<file path="config.mk">
export PLATFORM = sky130hd
export DESIGN_NAME = jpeg_word_packer
export DESIGN_NICKNAME = d
export VERILOG_FILES = /design/src/rtl/jpeg_pkg.sv /design/src/rtl/jpeg_byte_stager.sv /design/src/rtl/jpeg_word_packer.sv
export SDC_FILE = /design/constraint.sdc
export NUM_CORES = 1
export LEC_CHECK = 0
export ABC_AREA = 1
export CORE_MARGIN = 4
export CORE_UTILIZATION = 45
export CTS_CLUSTER_DIAMETER = 60
export DETAILED_ROUTE_END_ITERATION = 12
export GPL_TIMING_DRIVEN = 0
export PLACE_DENSITY = 0.66
export SKIP_CTS_REPAIR_TIMING = 1
export SLEW_MARGIN = 20
export SYNTH_ARGS = -nofsm -noshare
export SYNTH_HDL_FRONTEND = slang
export SYNTH_HIERARCHICAL = 1
export SYNTH_SLANG_ARGS = --single-unit
</file>
<file path="constraint.sdc">
create_clock -name clock_in -period 15.7 [get_ports clock_in]
set_input_delay 3.14 -clock clock_in [delete_from_list [all_inputs] [get_ports clock_in]]
set_output_delay 3.14 -clock clock_in [all_outputs]
set_load 0.1 [all_outputs]
</file>
<file path="src/rtl/jpeg_pkg.sv">
`default_nettype none
// ============================================================================
// Module      : jpeg_pkg
// Description : Shared types and constants for the JPEG word packer.
// Revision    : 1.0 - initial release
// ============================================================================
package jpeg_pkg;

  localparam int BEAT_BYTES  = 16;
  localparam int WORD_BYTES  = 4;
  // A beat is only taken with at most 3 bytes resident, so 19 bytes suffice.
  localparam int STAGE_BYTES = BEAT_BYTES + WORD_BYTES - 1;
  localparam int COUNT_W     = 5;

  typedef logic [19:0] size_t;

  typedef enum logic [1:0] {
    ST_IDLE  = 2'd0,
    ST_RUN   = 2'd1,
    ST_FLUSH = 2'd2,
    ST_DONE  = 2'd3
  } state_e;

endpackage
`default_nettype wire

</file>
<file path="src/rtl/jpeg_byte_stager.sv">
`default_nettype none
// ============================================================================
// Module      : jpeg_byte_stager
// Description : 19-byte staging register; appends beats behind resident
//               bytes and retires the lowest 32-bit word on request.
// Revision    : 1.0 - initial release
// ============================================================================
module jpeg_byte_stager
  import jpeg_pkg::*;
(
  input  logic                      clk,
  input  logic                      rst,
  input  logic                      i_clear,
  input  logic                      i_shift,
  input  logic                      i_drop,
  input  logic                      i_append,
  input  logic [BEAT_BYTES*8-1:0]   i_data,
  input  logic [COUNT_W-1:0]        i_bytes,
  output logic [COUNT_W-1:0]        o_count,
  output logic [WORD_BYTES*8-1:0]   o_word
);

  localparam int c_STAGE_W = STAGE_BYTES * 8;
  localparam int c_PAD_W   = c_STAGE_W - BEAT_BYTES * 8;

  logic [c_STAGE_W-1:0]    r_stage;
  logic [COUNT_W-1:0]      r_count;
  logic [BEAT_BYTES*8-1:0] w_masked;
  logic [c_STAGE_W-1:0]    w_appended;

  // Bytes beyond the valid count are zeroed so the stage above count stays
  // clear; that is what makes the final short word come out zero-padded.
  always_comb begin
    w_masked = '0;
    for (int k = 0; k < BEAT_BYTES; k++) begin
      if (COUNT_W'(k) < i_bytes) begin
        w_masked[8*k +: 8] = i_data[8*k +: 8];
      end
    end
  end

  assign w_appended = r_stage | ({{c_PAD_W{1'b0}}, w_masked} << {r_count, 3'b000});

  always_ff @(posedge clk or posedge rst) begin
    if (rst) begin
      r_stage <= '0;
      r_count <= '0;
    end else if (i_clear || i_drop) begin
      r_stage <= '0;
      r_count <= '0;
    end else if (i_shift) begin
      r_stage <= r_stage >> (WORD_BYTES * 8);
      r_count <= r_count - COUNT_W'(WORD_BYTES);
    end else if (i_append) begin
      r_stage <= w_appended;
      r_count <= r_count + i_bytes;
    end
  end

  assign o_count = r_count;
  assign o_word  = r_stage[WORD_BYTES*8-1:0];

endmodule
`default_nettype wire

</file>
<file path="src/rtl/jpeg_word_packer.sv">
`default_nettype none
// ============================================================================
// Module      : jpeg_word_packer
// Description : Packs variable-length encoder beats into 32-bit buffer words.
//               Define JPEG_WORD_PACKER_BIG_ENDIAN_EN for big-endian words.
// Revision    : 1.0 - initial release
// ============================================================================
module jpeg_word_packer
  import jpeg_pkg::*;
#(
  parameter int ADDR_WIDTH = 14
)
(
  input  logic                    clock_in,
  input  logic                    reset_in,
  input  logic                    clear_in,
  input  logic [BEAT_BYTES*8-1:0] in_data,
  input  logic [4:0]              in_bytes,
  input  logic                    in_valid,
  input  logic                    in_tlast,
  output logic                    in_hold,
  output logic [ADDR_WIDTH-1:0]   wr_address,
  output logic [31:0]             wr_data,
  output logic                    wr_enable,
  output logic [19:0]             size_out,
  output logic                    done_out,
  output logic                    overflow_out
);

  localparam logic [1:0] c_ST_IDLE  = ST_IDLE;
  localparam logic [1:0] c_ST_RUN   = ST_RUN;
  localparam logic [1:0] c_ST_FLUSH = ST_FLUSH;
  localparam logic [1:0] c_ST_DONE  = ST_DONE;

  localparam logic [ADDR_WIDTH-1:0] c_ADDR_MAX = {ADDR_WIDTH{1'b1}};
  localparam logic [COUNT_W-1:0]    c_WORD_CNT = COUNT_W'(WORD_BYTES);
  localparam logic [COUNT_W-1:0]    c_BEAT_CNT = COUNT_W'(BEAT_BYTES);

  logic [1:0]            r_state;
  logic [ADDR_WIDTH-1:0] r_addr;
  logic                  r_addr_full;
  size_t                 r_size;
  logic                  r_done;
  logic                  r_overflow;

  logic [COUNT_W-1:0]    w_count;
  logic [31:0]           w_low_word;
  logic [31:0]           w_ordered;
  logic [COUNT_W-1:0]    w_bytes;
  logic                  w_emit_full;
  logic                  w_emit_pad;
  logic                  w_emit;
  logic                  w_write;
  logic                  w_accept;

  assign w_bytes     = (in_bytes > c_BEAT_CNT) ? c_BEAT_CNT : in_bytes;
  assign w_emit_full = (w_count >= c_WORD_CNT);
  assign w_emit_pad  = (r_state == c_ST_FLUSH) && (w_count != '0) && !w_emit_full;
  assign w_emit      = (w_emit_full || w_emit_pad) && !clear_in;
  assign w_write     = w_emit && !r_addr_full;

  // FLUSH also holds off the source: the padded word must never share a
  // cycle with an accept, and a new frame only starts after clear.
  assign in_hold  = clear_in || r_done || w_emit_full ||
                    (r_state == c_ST_FLUSH) || (r_state == c_ST_DONE);
  assign w_accept = in_valid && !in_hold;

  jpeg_byte_stager u_stager (
    .clk      (clock_in),
    .rst      (reset_in),
    .i_clear  (clear_in),
    .i_shift  (w_emit_full && !clear_in),
    .i_drop   (w_emit_pad && !clear_in),
    .i_append (w_accept),
    .i_data   (in_data),
    .i_bytes  (w_bytes),
    .o_count  (w_count),
    .o_word   (w_low_word)
  );

`ifdef JPEG_WORD_PACKER_BIG_ENDIAN_EN
  assign w_ordered = {w_low_word[7:0], w_low_word[15:8],
                      w_low_word[23:16], w_low_word[31:24]};
`else
  assign w_ordered = w_low_word;
`endif

  always_ff @(posedge clock_in or posedge reset_in) begin
    if (reset_in) begin
      r_state     <= c_ST_IDLE;
      r_addr      <= '0;
      r_addr_full <= 1'b0;
      r_size      <= '0;
      r_done      <= 1'b0;
      r_overflow  <= 1'b0;
    end else if (clear_in) begin
      r_state     <= c_ST_IDLE;
      r_addr      <= '0;
      r_addr_full <= 1'b0;
      r_size      <= '0;
      r_done      <= 1'b0;
      r_overflow  <= 1'b0;
    end else begin
      if (w_accept) begin
        r_size <= r_size + size_t'(w_bytes);
      end
      // The address parks on the last word instead of wrapping.
      if (w_write) begin
        if (r_addr == c_ADDR_MAX) begin
          r_addr_full <= 1'b1;
        end else begin
          r_addr <= r_addr + 1'b1;
        end
      end
      if (w_emit && r_addr_full) begin
        r_overflow <= 1'b1;
      end
      case (r_state)
        c_ST_IDLE, c_ST_RUN: begin
          if (w_accept) begin
            r_state <= in_tlast ? c_ST_FLUSH : c_ST_RUN;
          end
        end
        c_ST_FLUSH: begin
          if (w_count == '0) begin
            r_state <= c_ST_DONE;
            r_done  <= 1'b1;
          end
        end
        default: begin
        end
      endcase
    end
  end

  assign wr_enable    = w_write;
  assign wr_address   = r_addr;
  assign wr_data      = w_write ? w_ordered : 32'h0;
  assign size_out     = r_size;
  assign done_out     = r_done;
  assign overflow_out = r_overflow;

endmodule
`default_nettype wire

</file>
==> out/qor.csv <==
stage;metric;value;unit
placement;Cell Area, Placed;0.0205;mm2
floorplan;I/O Pins;208;
drt;drt wl/cell;27.3;um
power_and_ir_drop;total power;3.49;mW
worst_setup_path;Worst Path Max Fanout;10;
power_and_ir_drop;internal cell power;1.49;mW
sta;count of pins over their slew limit;0;
yosys;Distinct cells, synth;42;
yosys;Area contributors post-synth;dfrtp_1, nand3_1, nand2_1;
drt;Residual DRC;0;
sta;min Tclk post-route;9050;ps
drt;initial drt markers;4134;
floorplan;die span in x;206;um
global_route;GRT Resource Usage Total;47.5;%
sta;worst setup margin;6650;ps
yosys;Async S/R FF share, synth;100;%
sta;Relative slew margins;26.6;%
yosys;net count after synthesis;3140;
sta;achievable frequency;0.110;GHz
floorplan;DIE AREA;0.0426;mm2
floorplan;num rows;72;
power_and_ir_drop;clock power share;13.9;%
yosys;Avg Inst Size Synth;5.93;um2
yosys;top-count cell post-synth;nand2_1;
floorplan;core footprint;0.0388;mm2
worst_setup_path;crit path launch type;input port;
placement;Inst Count DP;3716;
yosys;leading area contributor after synthesis;dfrtp_1;
worst_setup_path;WP data arrival;5910;ps
power_and_ir_drop;Pleak;10.1;nW
power_and_ir_drop;Max IR drop VDD;0.114;mV
status;status;complete, no violations;
worst_setup_path;Crit Path Class;in2out;
yosys;Post-synth EDFFs;0;
power_and_ir_drop;Gate power share;63.9;%
worst_setup_path;CP endpoint kind;output pin;
drt;TritonRoute pass-1 iters;11;
drt;final wirelength;103;mm
layout;area grow syn2layout;19.3;%
yosys;synth cell count leaders;nand2_1, nand3_1, inv_1;
sta;final number of hold-violating endpoints;0;
yosys;Yosys reg bits;196;
power_and_ir_drop;register share of total power;22.2;%
yosys;post-synthesis sequential area ratio;27.7;%
global_route;gr ovfl total;0;
sta;pin slew with the least headroom to its limit;1100;ps
drt;Vias/cell;6.31;
worst_setup_path;WP data required;12560;ps
clock_network;clk sinks;196;
drt;Via Count;23600;
clock_network;Worst-path clk slew;80;ps
placement;RD Place Congestion;1.18;
power_and_ir_drop;Power Density;165;mW/mm2
global_route;initial antenna violation count;2;
power_and_ir_drop;Net Switching;2.00;mW
layout;fraction of layout cells with a size suffix above 1;6.25;%
worst_hold_path;hold crit path type;reg2reg;
placement;Setup Slack @ Placement;6670;ps
job;Max-Cap Viols;0;
global_route;vias in the first global route;21700;
global_route;GR Util met2;71.0;%
clock_network;clk_lat worst skew;510;ps
sta;setup TNS;0;ps
global_route;largest net degree at the start of global routing;83;
yosys;Synth top area share;27.7;%
yosys;prevailing post-synth register cell;dfrtp_1;
sta;Worst Clk Skew;18.0;ps
clock_network;clk buf depth;2;
global_route;most used routing layer;met2;
global_route;met3 Use GR;15.3;%
global_route;met1 Usage GRT;58.0;%
clock_network;Root Buffer;clkbuf_16;
power_and_ir_drop;Switching Share;57.2;%
placement;Port-buffer cells;207;
layout;fin nets;3368;
global_route;first-pass GRT wire length;146;mm
layout;Final Cell Area;0.0211;mm2
sta;RSZ-0062 raised after global routing;no;
sta;Final Cycle Share;57.7;%
yosys;Post-Syn Instances;2989;
clock_network;TritonCTS Buffers;17;
clock_network;CTS tree;done;
floorplan;Initial Util;45.7;%
sta;final setup fails;0;
drt;ANT nets after route;0;
floorplan;Die Y;206;um
yosys;Post-Syn Area;0.0177;mm2
sta;Fin Hold WS;518;ps
clock_network;htree depth;4;
layout;Final Non-Filler Cells;3749;
layout;fin util;54.5;%
yosys;yosys warns;6;
placement;Post-DP HPWL;83.0;mm
==> path summary, 6_finish.rpt <==
check	start	end	slack, ps	cells after the start
max in group asynchronous	reset_in	u_stager/r_stage[142]	11640	3
setup / recovery	clear_in	wr_data[17]	6650	9
min in group asynchronous	reset_in	size_out[18]	3120	2
hold / removal	u_stager/r_stage[129]	u_stager/r_stage[129]	520	2
hold reg to reg	u_stager/r_stage[129]	u_stager/r_stage[129]	520	2
setup reg to reg	u_stager/o_count[4]	u_stager/r_stage[86]	12060	13
==> layout by cell type, fill, tap and decap left out, drive strengths merged, types with 11 or more instances in the layout <==
cell	count
nand4	38
o21ai	184
nor2	263
clkdlybuf4s50	207
nand2	734
a21oi	227
ha	11
dfrtp	196
clkbuf	103
buf	153
inv	317
nand3	727
==> power groups by stage <==
stage | logic, mW | registers, mW | clock network, mW
after floorplan | 1.32 | 0.774 | 0
after global placement | 2.06 | 0.770 | 0
after detailed placement | 2.09 | 0.776 | 0
after CTS | 2.11 | 0.768 | 0.488
after global routing | 2.31 | 0.788 | 0.508
final | 2.23 | 0.775 | 0.485
==> critical path, stage by stage <==
cell and delay (ps):
clkdlybuf4s50_1 480, buf_6 170, nor2_1 160, nand2_1 100, nand2_2 90, nand2_2 180
buf_2 250, nor2_1 130, clkdlybuf4s50_1 1180
==> layer usage <==
| layer | part of all wire, % | vias to the layer above |
|---|---|---|
| met5 | 0.015 | - |
| met4 | 9.1 | 2 |
| met3 | 14 | 482 |
| met2 | 42 | 1897 |
| met1 | 35 | 11000 |
| li1 | - | 10300 |
==> area by class of cell <==
cell class	instances	area, um2
Clock buffer	19	453
Antenna cell	1	2.50
Buffer	235	1200
Tap cell	518	648
Fill cell	3933	17700
Timing Repair Buffer	209	2120
Multi-Input combinational cell	2244	10400
Sequential cell	196	4900
Inverter	314	1190
Clock inverter	13	183
==> registers in the layout, summed over array words and instances, names as in the netlist <==
| register | cells |
|---|---|
| u_stager/r_stage | 152 |
| done_out | 1 |
| size_out | 20 |
| overflow_out | 1 |
| r_addr_full | 1 |
| r_state | 2 |
| u_stager/o_count | 5 |
| wr_address | 14 |
==> logic make-up (layout without fill, tap and decap cells) <==
family / after synthesis / count (layout) / synth area share [%]
simple gates: 1781 / 1781 / 44.5
buf+inv: 549 / 790 / 13.4
compound gates: 438 / 438 / 12.8
flops: 196 / 196 / 27.7
fa+ha+maj: 13 / 13 / 1.00
xor+xnor: 12 / 12 / 0.593
other cells: 0 / 1 / 0
Power figures use the tool's default switching activity.
